--- src/rtl/dmem_arbiter_if.sv ---
// Bundle of CPU data port, host/debug port and single-port dmem signals shared by dmem_arbiter.
// master = requesters plus memory model side, slave = the arbiter.
interface dmem_arbiter_if #(
    parameter int ADDR_W = 14
);
    logic              cpu_req;
    logic [3:0]        cpu_we;
    logic [ADDR_W-1:0] cpu_addr;
    logic [31:0]       cpu_wdata;
    logic [31:0]       cpu_rdata;
    logic              cpu_stall;

    logic              host_req;
    logic [3:0]        host_we;
    logic [ADDR_W-1:0] host_addr;
    logic [31:0]       host_wdata;
    logic [31:0]       host_rdata;
    logic              host_ack;

    logic              mem_en;
    logic [3:0]        mem_we;
    logic [ADDR_W-1:0] mem_addr;
    logic [31:0]       mem_wdata;
    logic [31:0]       mem_rdata;

    modport master (
        output cpu_req, cpu_we, cpu_addr, cpu_wdata,
        input  cpu_rdata, cpu_stall,
        output host_req, host_we, host_addr, host_wdata,
        input  host_rdata, host_ack,
        input  mem_en, mem_we, mem_addr, mem_wdata,
        output mem_rdata
    );

    modport slave (
        input  cpu_req, cpu_we, cpu_addr, cpu_wdata,
        output cpu_rdata, cpu_stall,
        input  host_req, host_we, host_addr, host_wdata,
        output host_rdata, host_ack,
        output mem_en, mem_we, mem_addr, mem_wdata,
        input  mem_rdata
    );
endinterface

--- src/rtl/dmem_arbiter.sv ---
// Shares the single-port synchronous dmem between CPU (priority) and host port, with bounded host wait.
// Optional macro DMEM_ARB_STATS_EN enables the saturating conflict_cnt_o statistics counter.
module dmem_arbiter #(
    parameter int ADDR_W   = 14,
    parameter int MAX_WAIT = 8
) (
    input  logic          clk,
    input  logic          rst_n,
    dmem_arbiter_if.slave bus,
    output logic [15:0]   conflict_cnt_o
);
    typedef enum logic [0:0] {
        ARB      = 1'b0,
        HOST_ACK = 1'b1
    } state_e;

    localparam logic [7:0] MAX_WAIT_C = 8'(MAX_WAIT);

    state_e            state_q, state_d;
    logic [7:0]        wait_q, wait_d;
    logic              host_seen_s;
    logic              host_win_s;
    logic              mem_en_s;
    logic [3:0]        mem_we_s;
    logic [ADDR_W-1:0] mem_addr_s;
    logic [31:0]       mem_wdata_s;
    logic              cpu_stall_s;

    // FSM state and host wait counter
    always_ff @(posedge clk or negedge rst_n) begin
        if (!rst_n) begin
            state_q <= ARB;
            wait_q  <= 8'd0;
        end else begin
            state_q <= state_d;
            wait_q  <= wait_d;
        end
    end

    // Grant decision, next state and memory port mux
    always_comb begin
        state_d     = state_q;
        wait_d      = wait_q;
        host_seen_s = 1'b0;
        mem_en_s    = 1'b0;
        mem_we_s    = 4'd0;
        mem_addr_s  = bus.cpu_addr;
        mem_wdata_s = bus.cpu_wdata;
        cpu_stall_s = 1'b0;

        case (state_q)
            ARB: begin
                host_seen_s = bus.host_req;
                state_d     = ARB;
            end
            HOST_ACK: begin
                // host_req is still held during the ack cycle and must not re-grant
                host_seen_s = 1'b0;
                state_d     = ARB;
            end
            default: begin
                host_seen_s = 1'b0;
                state_d     = ARB;
            end
        endcase

        host_win_s = host_seen_s && (!bus.cpu_req || (wait_q >= MAX_WAIT_C));

        if (host_win_s) begin
            mem_en_s    = 1'b1;
            mem_we_s    = bus.host_we;
            mem_addr_s  = bus.host_addr;
            mem_wdata_s = bus.host_wdata;
            cpu_stall_s = bus.cpu_req;
            state_d     = HOST_ACK;
            wait_d      = 8'd0;
        end else if (bus.cpu_req) begin
            mem_en_s    = 1'b1;
            mem_we_s    = bus.cpu_we;
            mem_addr_s  = bus.cpu_addr;
            mem_wdata_s = bus.cpu_wdata;
            cpu_stall_s = 1'b0;
            if (host_seen_s && (wait_q != 8'hFF)) begin
                wait_d = wait_q + 8'd1;
            end else begin
                wait_d = wait_q;
            end
        end else begin
            mem_en_s = 1'b0;
            mem_we_s = 4'd0;
        end
    end

    // Memory strobes and stall are forced quiet while reset is asserted
    assign bus.mem_en     = mem_en_s & rst_n;
    assign bus.mem_we     = mem_we_s & {4{rst_n}};
    assign bus.mem_addr   = mem_addr_s;
    assign bus.mem_wdata  = mem_wdata_s;
    assign bus.cpu_stall  = cpu_stall_s & rst_n;
    assign bus.host_ack   = (state_q == HOST_ACK);
    assign bus.host_rdata = bus.mem_rdata;
    assign bus.cpu_rdata  = bus.mem_rdata;

`ifdef DMEM_ARB_STATS_EN
    logic [15:0] conflict_q;

    // Saturating count of cycles where both ports request
    always_ff @(posedge clk or negedge rst_n) begin
        if (!rst_n) begin
            conflict_q <= 16'h0000;
        end else if (bus.cpu_req && bus.host_req && (conflict_q != 16'hFFFF)) begin
            conflict_q <= conflict_q + 16'd1;
        end else begin
            conflict_q <= conflict_q;
        end
    end

    assign conflict_cnt_o = conflict_q;
`else
    assign conflict_cnt_o = 16'h0000;
`endif
endmodule
--- src/flat_wrapper.sv ---
// flat-port wrapper written by rule: the top's interface ports become plain ports
module dmem_arbiter_flat 
#(
    parameter int ADDR_W   = 14,
    parameter int MAX_WAIT = 8
)
  (clk, rst_n, conflict_cnt_o, bus_cpu_req, bus_cpu_we, bus_cpu_addr, bus_cpu_wdata, bus_cpu_rdata, bus_cpu_stall, bus_host_req, bus_host_we, bus_host_addr, bus_host_wdata, bus_host_rdata, bus_host_ack, bus_mem_en, bus_mem_we, bus_mem_addr, bus_mem_wdata, bus_mem_rdata);
  dmem_arbiter_if #(.ADDR_W(ADDR_W)) bus_i ();
  input  logic clk;
  input  logic rst_n;
  output logic [15:0] conflict_cnt_o;
  input wire logic [$bits(bus_i.cpu_req)-1:0] bus_cpu_req;
  input wire logic [$bits(bus_i.cpu_we)-1:0] bus_cpu_we;
  input wire logic [$bits(bus_i.cpu_addr)-1:0] bus_cpu_addr;
  input wire logic [$bits(bus_i.cpu_wdata)-1:0] bus_cpu_wdata;
  output wire logic [$bits(bus_i.cpu_rdata)-1:0] bus_cpu_rdata;
  output wire logic [$bits(bus_i.cpu_stall)-1:0] bus_cpu_stall;
  input wire logic [$bits(bus_i.host_req)-1:0] bus_host_req;
  input wire logic [$bits(bus_i.host_we)-1:0] bus_host_we;
  input wire logic [$bits(bus_i.host_addr)-1:0] bus_host_addr;
  input wire logic [$bits(bus_i.host_wdata)-1:0] bus_host_wdata;
  output wire logic [$bits(bus_i.host_rdata)-1:0] bus_host_rdata;
  output wire logic [$bits(bus_i.host_ack)-1:0] bus_host_ack;
  output wire logic [$bits(bus_i.mem_en)-1:0] bus_mem_en;
  output wire logic [$bits(bus_i.mem_we)-1:0] bus_mem_we;
  output wire logic [$bits(bus_i.mem_addr)-1:0] bus_mem_addr;
  output wire logic [$bits(bus_i.mem_wdata)-1:0] bus_mem_wdata;
  input wire logic [$bits(bus_i.mem_rdata)-1:0] bus_mem_rdata;
  assign bus_i.cpu_req = bus_cpu_req;
  assign bus_i.cpu_we = bus_cpu_we;
  assign bus_i.cpu_addr = bus_cpu_addr;
  assign bus_i.cpu_wdata = bus_cpu_wdata;
  assign bus_cpu_rdata = bus_i.cpu_rdata;
  assign bus_cpu_stall = bus_i.cpu_stall;
  assign bus_i.host_req = bus_host_req;
  assign bus_i.host_we = bus_host_we;
  assign bus_i.host_addr = bus_host_addr;
  assign bus_i.host_wdata = bus_host_wdata;
  assign bus_host_rdata = bus_i.host_rdata;
  assign bus_host_ack = bus_i.host_ack;
  assign bus_mem_en = bus_i.mem_en;
  assign bus_mem_we = bus_i.mem_we;
  assign bus_mem_addr = bus_i.mem_addr;
  assign bus_mem_wdata = bus_i.mem_wdata;
  assign bus_i.mem_rdata = bus_mem_rdata;
  dmem_arbiter #(.ADDR_W(ADDR_W), .MAX_WAIT(MAX_WAIT)) u_core (.clk(clk), .rst_n(rst_n), .bus(bus_i), .conflict_cnt_o(conflict_cnt_o));
endmodule
--- config.mk ---
export PLATFORM = sky130hd
export DESIGN_NAME = dmem_arbiter_flat
export DESIGN_NICKNAME = d
export VERILOG_FILES = /design/src/rtl/dmem_arbiter_if.sv /design/src/rtl/dmem_arbiter.sv /design/src/flat_wrapper.sv
export SDC_FILE = /design/constraint.sdc
export NUM_CORES = 1
export LEC_CHECK = 0
export BUFFER_PORTS_ARGS = -buffer_cell sky130_fd_sc_hd__buf_2
export CAP_MARGIN = 20
export CORE_AREA = 4 4 101 103
export DETAILED_ROUTE_END_ITERATION = 6
export DIE_AREA = 0 0 105 107
export PLACE_DENSITY = 0.59
export SLEW_MARGIN = 30
export SYNTH_ARGS = -nofsm -noshare
export SYNTH_HDL_FRONTEND = slang
export SYNTH_SLANG_ARGS = --single-unit
export TNS_END_PERCENT = 5
--- constraint.sdc ---
create_clock -name clk -period 3 [get_ports clk]
set_input_delay 0.9 -clock clk [delete_from_list [all_inputs] [get_ports clk]]
set_output_delay 0.9 -clock clk [all_outputs]
set_load 0.03 [all_outputs]
# After elaboration in Yosys (flattened, before gate mapping)
# Index checks and enable logic that the tools add are counted.
# word_totals
word_cells	28
input_bits	136
regBits	9
# op_classes
reduce_logical	7
bitwise_logic	4
addsub	1
muxes	12
magnitude_cmp	1
eq_ne	1
# op_table
op	n
32-bit 2-to-1 mux	1
8-bit 2-to-1 mux	3
14-bit 2-to-1 mux	1
8-bit by 1-bit adder with 8-bit output (second input constant)	1
8-bit by 4-bit >= comparator with 1-bit output (second input constant)	1
4-bit 2-to-1 mux	2
8-bit inequality test (second input constant)	1
4-bit bitwise AND	1
1-bit 2-to-1 mux	4
2-bit nonzero test	2
1-bit bitwise AND	2
1-bit logical AND	2
1-bit case mux with 2 select lines	1
2-bit AND reduction	1
1-bit logical NOT	1
1-bit logical OR	1
1-bit NOT	1

# Logic depth before layout (Yosys ltp)
# Gate-level depths: netlist (run 1).
# depth
word_depth	6
depth_mapped	5

# Least setup slack after synthesis (run 1)
# OpenSTA, ideal clock, no wires.
# synth_path
kind	in2out
from	input port bus_cpu_req
to	output port bus_mem_we[0]
cell_stages	5
arrival_time_ps	2193
n_path_buf	2
path_slack_ps	-93
t_required_ps	2100
cell_sequence	and2b_1 -> a21oi_2 -> buf_6 -> buf_2 -> mux2i_1
# synth_via
elab_chain_cells	5
word_cells_on_any_way	6
# synth_rtl
element	line	rtl
from (decl)	flat_wrapper.sv:12	input wire logic [$bits(bus_i.cpu_req)-1:0] bus_cpu_req;
1-bit logical NOT	dmem_arbiter.sv:67	host_win_s = host_seen_s && (!bus.cpu_req || (wait_q >= MAX_WAIT_C));
1-bit logical OR	dmem_arbiter.sv:67	
1-bit logical AND	dmem_arbiter.sv:67	
net u_core.host_win_s	dmem_arbiter.sv:22	logic host_win_s;
4-bit 2-to-1 mux	dmem_arbiter.sv:69	if (host_win_s) begin
4-bit bitwise AND	dmem_arbiter.sv:96	assign bus.mem_we = mem_we_s & {4{rst_n}};
to (decl)	flat_wrapper.sv:25	output wire logic [$bits(bus_i.mem_we)-1:0] bus_mem_we;
# The timed path passes the listed nets, and every way through them passes these cells.

# Worst setup path after layout (run 1)
# layout_path
from	input port bus_cpu_req
to	output port bus_mem_wdata[20]
# layout_via
elab_chain_cells	4
# layout_rtl
element	line	rtl
1-bit logical NOT	dmem_arbiter.sv:67	
1-bit logical OR	dmem_arbiter.sv:67	
1-bit logical AND	dmem_arbiter.sv:67	
32-bit 2-to-1 mux	dmem_arbiter.sv:69	
to (decl)	flat_wrapper.sv:27	output wire logic [$bits(bus_i.mem_wdata)-1:0] bus_mem_wdata;
# No other way between the ends.

==> results.json, run 1 <==
{
  "via_to_cell_ratio": 4.133,
  "yosysWarnings": 0,
  "ctsHtreeMaxLevel": 1,
  "worst_clock_skew_ns": 0.003270,
  "numCtsBuffers": 3,
  "start_util_pct": 19.71,
  "drtAntennaViolNets": 0,
  "combinational_family_with_the_most_area_after_synthesis": "multiplexers",
  "synthArstFlopShare_pct": 100.0,
  "p_leak_nw": 1.492,
  "height_of_the_chip_um": 107,
  "adder_cell_share_of_the_synthesized_area_pct": 1.380,
  "peak_ir_drop_on_the_vdd_network_mv": 0.1160,
  "multi_input_area_um2": 1039,
  "synthToLayoutAreaGrowth_pct": 52.86,
  "drt_iter0_drc": 68,
  "synth_top_area_cell": "sky130_fd_sc_hd__buf_4",
  "grtUsageTotal_pct": 8.283,
  "placement_rows": 35,
  "stdcell_area_um2": 2771,
  "design.final.nets": 428,
  "grt_pass1_vias": 1512,
  "final.hold.worst_slack_ns": 0.5124,
  "final_period_minus_worst_setup_slack_ns": 3.106,
  "arrival_ns": 2.21,
  "synthCells": 188,
  "antenna_violations_before_repair": 0,
  "synth_top_flop_cell": "sky130_fd_sc_hd__dfrtp_1",
  "ys_top_cells_by_area": "sky130_fd_sc_hd__buf_4, sky130_fd_sc_hd__mux2_4, sky130_fd_sc_hd__dfrtp_1",
  "placed_area_um2": 2211,
  "synth_simple_gate_area_share_pct": 8.075,
  "cap_viol_max_count": 0,
  "worstSkewPairLatency_ns": 0.23,
  "min_path_type": "reg -> reg",
  "hpwl_um": 4705,
  "highest_layer": "met4",
  "maxClockFrequency_mhz": 321.9,
  "power_density_nw_per_um2": 286.1,
  "timing.critical_path.to_type": "primary output",
  "cp_max_fo": 8,
  "clock_sink_count": 9,
  "gr-total-overflow": 0,
  "r2r.worst_path.cells": 5,
  "yosys-top-cells-count": "sky130_fd_sc_hd__buf_4, sky130_fd_sc_hd__mux2_4, sky130_fd_sc_hd__mux2_2",
  "die_outline_width_um": 105,
  "detail_route.wirelength.met1_um": 2532,
  "finalHoldViolations": 0,
  "syn_avg_cell_area_um2": 9.644,
  "layout.filler_cells": 968,
  "critical_path_launch_point_type": "primary input",
  "synth.cell_area_um2": 1813,
  "yosysUniqueCellTypes": 28,
  "placement.io_buffers": 156,
  "routed_wire_length_per_instance_um": 16.16,
  "die_area_um2": 11240,
  "status": "complete, but fails checks",
  "post_route_cells_drive_above_1_share_pct": 76.82,
  "core_area_um2": 9196,
  "min_delay_path_depth": 1,
  "synth_edf_count": 0,
  "top_level_ports": 269,
  "fin_total_pwr_w": 0.0007928,
  "synth_largest_type_area_fraction_pct": 33.13,
  "crit_type": "in -> out",
  "setup_total_negative_slack_ns": -2.983,
  "path_clk_slew_ns": 0.05,
  "regArea_um2": 225.2,
  "met2_wirelength_um": 2884,
  "tritoncts": "yes",
  "totalWireLength_um": 6462,
  "met3_length_um": 949,
  "detail_route.drc_violations": 0,
  "xor_xnor_portion_of_the_synthesized_cell_area_pct": 0,
  "timing.final.max_slew_violations": 0,
  "grt_max_degree": 33,
  "post-route-period-util_pct": 103.5,
  "finish.utilization_pct": 30.14,
  "final_ws_setup_ns": -0.1061,
  "compound_gate_portion_of_the_synthesized_area_pct": 3.175,
  "seq_area_frac_synth_pct": 12.42,
  "portion_of_netlist_area_occupied_by_mux_cells_pct": 37.54,
  "failed_checks": "setup timing",
  "antennaDiodeCount": 0,
  "critPathRequiredTime_ns": 2.10,
  "setup_violations": 46,
  "grt_pass1_wl_um": 7534,
  "dr_total_vias": 1653,
  "drt-pass1-iter-count": 4,
  "yosysMostFrequentCell": "sky130_fd_sc_hd__buf_4",
  "routabilityCongestion": 0.8280,
  "yosys_register_bits": 9,
  "clock_path_buffers": 2,
  "root_buffer": "sky130_fd_sc_hd__clkbuf_8",
  "grt_setup_unrepaired": "true"
}
[per-stage QoR]
stage / worst slack, ns / std cells
after CTS: -0.1009 / 393
after floorplan: -0.09268 / 203
final: -0.1061 / 400
after detailed placement: -0.1055 / 389
after global placement: -0.06454 / 389
after global routing: -0.1396 / 400
[logic make-up after synthesis]
| group | after synthesis |
|---|---|
| flops | 9 |
| buf+inv | 91 |
| mux | 51 |
| compound gates | 9 |
| simple gates | 25 |
| fa+ha+maj | 2 |
| other cells | 1 |
[critical path, stage by stage]
cell	delay [ns]
sky130_fd_sc_hd__buf_6	0.09
sky130_fd_sc_hd__and2b_2	0.21
sky130_fd_sc_hd__a21oi_4	0.20
sky130_fd_sc_hd__buf_8	0.17
sky130_fd_sc_hd__clkbuf_16	0.17
sky130_fd_sc_hd__mux2_4	0.32
sky130_fd_sc_hd__buf_6	0.14
[what timing repair did]
item / CTS / global route
pin swaps: 0 / 1
setup endpoints to repair: 46 / 50
gates resized for setup: 48 / 68
hold buffers: 0 / 0
buffers inserted: 0 / 2
cloned: 0 / 5
[routing by layer]
metal  track usage, %  up-vias
met5                0        -
met4            3.374        0
met3            4.335       14
met2            11.50      168
met1            10.65      733
li1                 -      738
[worst paths after layout]
path	start	endpoint	slack, ns
min in group asynchronous	rst_n	u_core.wait_q[4]	0.73
setup / recovery	bus_cpu_req	bus_mem_wdata[20]	-0.11
max in group asynchronous	rst_n	u_core.wait_q[7]	2.13
hold / removal	u_core.wait_q[2]	u_core.wait_q[2]	0.51
hold reg to reg	u_core.wait_q[2]	u_core.wait_q[2]	0.51
setup reg to reg	u_core.wait_q[6]	u_core.wait_q[6]	1.50
[cells in the final DEF, fill, tap and decap left out]
cell type	instances
sky130_fd_sc_hd__buf_2	107
sky130_fd_sc_hd__buf_6	47
sky130_fd_sc_hd__mux2_4	46
sky130_fd_sc_hd__conb_1	16
sky130_fd_sc_hd__dfrtp_1	9
sky130_fd_sc_hd__buf_4	7
sky130_fd_sc_hd__nand3_1	5
sky130_fd_sc_hd__nand2_1	5
sky130_fd_sc_hd__mux2i_1	5
sky130_fd_sc_hd__nor2_1	4
sky130_fd_sc_hd__clkbuf_16	4
sky130_fd_sc_hd__buf_12	4
sky130_fd_sc_hd__inv_1	3
sky130_fd_sc_hd__and3_1	3
sky130_fd_sc_hd__clkbuf_8	3
sky130_fd_sc_hd__a31oi_1	2
sky130_fd_sc_hd__a21oi_1	2
sky130_fd_sc_hd__nand4_1	2
sky130_fd_sc_hd__o21ai_0	2
sky130_fd_sc_hd__ha_1	2
sky130_fd_sc_hd__and2b_2	1
sky130_fd_sc_hd__nor4_4	1
sky130_fd_sc_hd__nand2b_1	1
sky130_fd_sc_hd__a21oi_4	1
sky130_fd_sc_hd__nor2b_1	1
sky130_fd_sc_hd__o21a_1	1
sky130_fd_sc_hd__and4_1	1
sky130_fd_sc_hd__a41oi_1	1
sky130_fd_sc_hd__and2_1	1
sky130_fd_sc_hd__clkbuf_1	1
sky130_fd_sc_hd__buf_8	1
[final cells by class]
class | instances | area share [%]
inverter | 3 | 0.4063
clock buffer | 4 | 1.625
multi-input combinational | 103 | 37.47
sequential | 9 | 8.126
tap | 111 | 5.011
timing repair buffer | 170 | 47.36
[power breakdown]
| group | internal, W | total, W | switching (W) |
|---|---|---|---|
| clock | 0.0000925 | 0.000139 | 0.0000466 |
| sequential | 0.000129 | 0.000135 | 0.00000627 |
| combinational | 0.000260 | 0.000519 | 0.000259 |
[sequential cells by signal (all words and copies together) (netlist names)]
signal / count
u_core.bus.host_ack: 1
u_core.wait_q: 8
(Power assumes the default switching activity.)
==> run 2, diff against run 1 <==
- MAX_ROUTING_LAYER: default -> met4
==> results.json, run 2 (same netlist as run 1, synthesis figures left out) <==
{
  "status": "complete, but fails checks",
  "tritoncts": "yes",
  "start_util_pct": 19.71,
  "totalWireLength_um": 6444,
  "numPlacedInstances": 389,
  "clock_sink_count": 9,
  "crit_start": "bus_cpu_req",
  "layout_commonest_cell": "sky130_fd_sc_hd__buf_2",
  "detailedPlace.worstSlack_ns": -0.1055,
  "placement_rows": 35,
  "total_switching_power_w": 0.0003110,
  "p_leak_nw": 1.492,
  "top_level_ports": 269,
  "largest-register": "u_core.wait_q",
  "post_route_cells_drive_above_1_share_pct": 76.82,
  "numCtsBuffers": 3,
  "routed_wire_length_per_instance_um": 16.11,
  "grt_max_degree": 33,
  "maxClockFrequency_mhz": 322.0,
  "design.final.nets": 428,
  "cpMostUsedCell": "sky130_fd_sc_hd__buf_6",
  "comb_power_share_pct": 65.4,
  "timing.final.max_slew_violations": 0,
  "share_clk_of_total_power_pct": 17.5,
  "antenna_violations_before_repair": 0,
  "largest_register_ff_count": 8,
  "timing.critical_path.to_type": "primary output",
  "r2r-start": "u_core.wait_q[6]",
  "failed_checks": "setup timing",
  "min_from": "u_core.wait_q[2]",
  "detail_route.drc_violations": 0,
  "worst_clock_skew_ns": 0.003270,
  "gr-total-overflow": 0,
  "drtAntennaViolNets": 0,
  "global_route.usage.met3_pct": 4.335,
  "antennaDiodeCount": 0,
  "crit_chain": "buf_6 -> and2b_2 -> a21oi_4 -> buf_8 -> clkbuf_16 -> mux2_4 -> buf_6",
  "height_of_the_chip_um": 107,
  "stdcell_count": 400,
  "final_ws_setup_ns": -0.1059,
  "crit_buf_inv": 4,
  "busiest_layer": "met2",
  "core_area_um2": 9196,
  "die_area_um2": 11240,
  "clock_path_buffers": 2,
  "critical_path_launch_point_type": "primary input",
  "root_buffer": "sky130_fd_sc_hd__clkbuf_8",
  "min_path_type": "reg -> reg",
  "placement.io_buffers": 156,
  "slowest_delay_ns": 0.32,
  "groute.layer.met1.usage_pct": 10.72,
  "finalHoldViolations": 0,
  "worstSkewPairLatency_ns": 0.23,
  "arrival_ns": 2.21,
  "drt-pass1-iter-count": 4,
  "slowest_stage": "sky130_fd_sc_hd__mux2_4",
  "power_density_nw_per_um2": 285.9,
  "grt_setup_unrepaired": "true",
  "internal_power_w": 0.0004813,
  "grtUsageTotal_pct": 8.523,
  "grt_pass1_vias": 1510,
  "placed_area_um2": 2211,
  "crit_type": "in -> out",
  "peak_ir_drop_on_the_vdd_network_mv": 0.1159,
  "synthToLayoutAreaGrowth_pct": 52.86,
  "path_clk_slew_ns": 0.05,
  "critPathRequiredTime_ns": 2.10,
  "grt_pass1_wl_um": 7555,
  "die_outline_width_um": 105,
  "pwr-share-seq_pct": 17.0,
  "mostFrequentLayoutCells": "sky130_fd_sc_hd__buf_2, sky130_fd_sc_hd__buf_6, sky130_fd_sc_hd__mux2_4, sky130_fd_sc_hd__conb_1, sky130_fd_sc_hd__dfrtp_1",
  "power.share.switching_pct": 39.25,
  "cap_viol_max_count": 0,
  "hpwl_um": 4705,
  "via_to_cell_ratio": 4.143,
  "drt_iter0_drc": 57,
  "routabilityCongestion": 0.8406,
  "final_period_minus_worst_setup_slack_ns": 3.106,
  "groute.layer.met2.usage_pct": 11.46,
  "dr_total_vias": 1657,
  "fin_total_pwr_w": 0.0007924,
  "path_delay_family": "buffers and inverters",
  "stdcell_area_um2": 2771,
  "setup_violations": 46,
  "cp_max_fo": 8,
  "post-route-period-util_pct": 103.5,
  "ctsHtreeMaxLevel": 1
}
==> run 2: final timing paths <==
path | end | slack (ns) | depth (start not counted)
max | bus_mem_wdata[20] | -0.11 | 7
min | u_core.wait_q[2] | 0.51 | 1
max reg2reg | u_core.wait_q[6] | 1.50 | 5
min reg2reg | u_core.wait_q[2] | 0.51 | 1
max in group asynchronous | u_core.wait_q[7] | 2.13 | 2
min in group asynchronous | u_core.wait_q[4] | 0.73 | 2
==> run 2: worst reg2reg max path: cells and delay by family, from the launching register on <==
kind            cells  cell delay (ns)
simple gates        2             0.56
flops               1             0.41
buf+inv             2             0.33
compound gates      1             0.12
==> run 2: metrics by stage <==
step / hold slack [ns] / utilization, % / setup TNS [ns]
after floorplan: 0.4575 / - / -0.3707
after global placement: 0.4788 / 24.04 / -1.437
after detailed placement: 0.5026 / 24.04 / -2.479
after CTS: 0.5082 / 25.86 / -2.198
after global routing: 0.5354 / 30.14 / -4.693
final: 0.5124 / 30.14 / -2.956
==> run 2: metal layers <==
metal / wire [um] / share of wire, %
met5: 0 / 0
met2: 2874 / 45
met4: 95 / 1.5
met3: 989 / 15
met1: 2485 / 39
==> run 2: power by group through the flow <==
stage	combinational (W)	clock (W)	sequential [W]
after floorplan	0.000441	0	0.000137
after global placement	0.000400	0	0.000137
after detailed placement	0.000402	0	0.000137
after CTS	0.000436	0.000141	0.000135
after global routing	0.000546	0.000149	0.000136
final	0.000518	0.000139	0.000135
==> run 2: repair_timing <==
item / CTS / global route
gates resized for setup: 48 / 68
hold buffers: 0 / 0
buffers inserted: 0 / 2
endpoints found under the setup margin: 46 / 50
pin swaps: 0 / 1
cloned: 0 / 5
==> run 2: cell type report <==
cell class,instances,area [um2]
well taps,111,138.9
multi-input cells,103,1039
flip-flops and latches,9,225.2
fillers,968,6425
inverters,3,11.26
repair buffers,170,1313
clock buffers,4,45.04
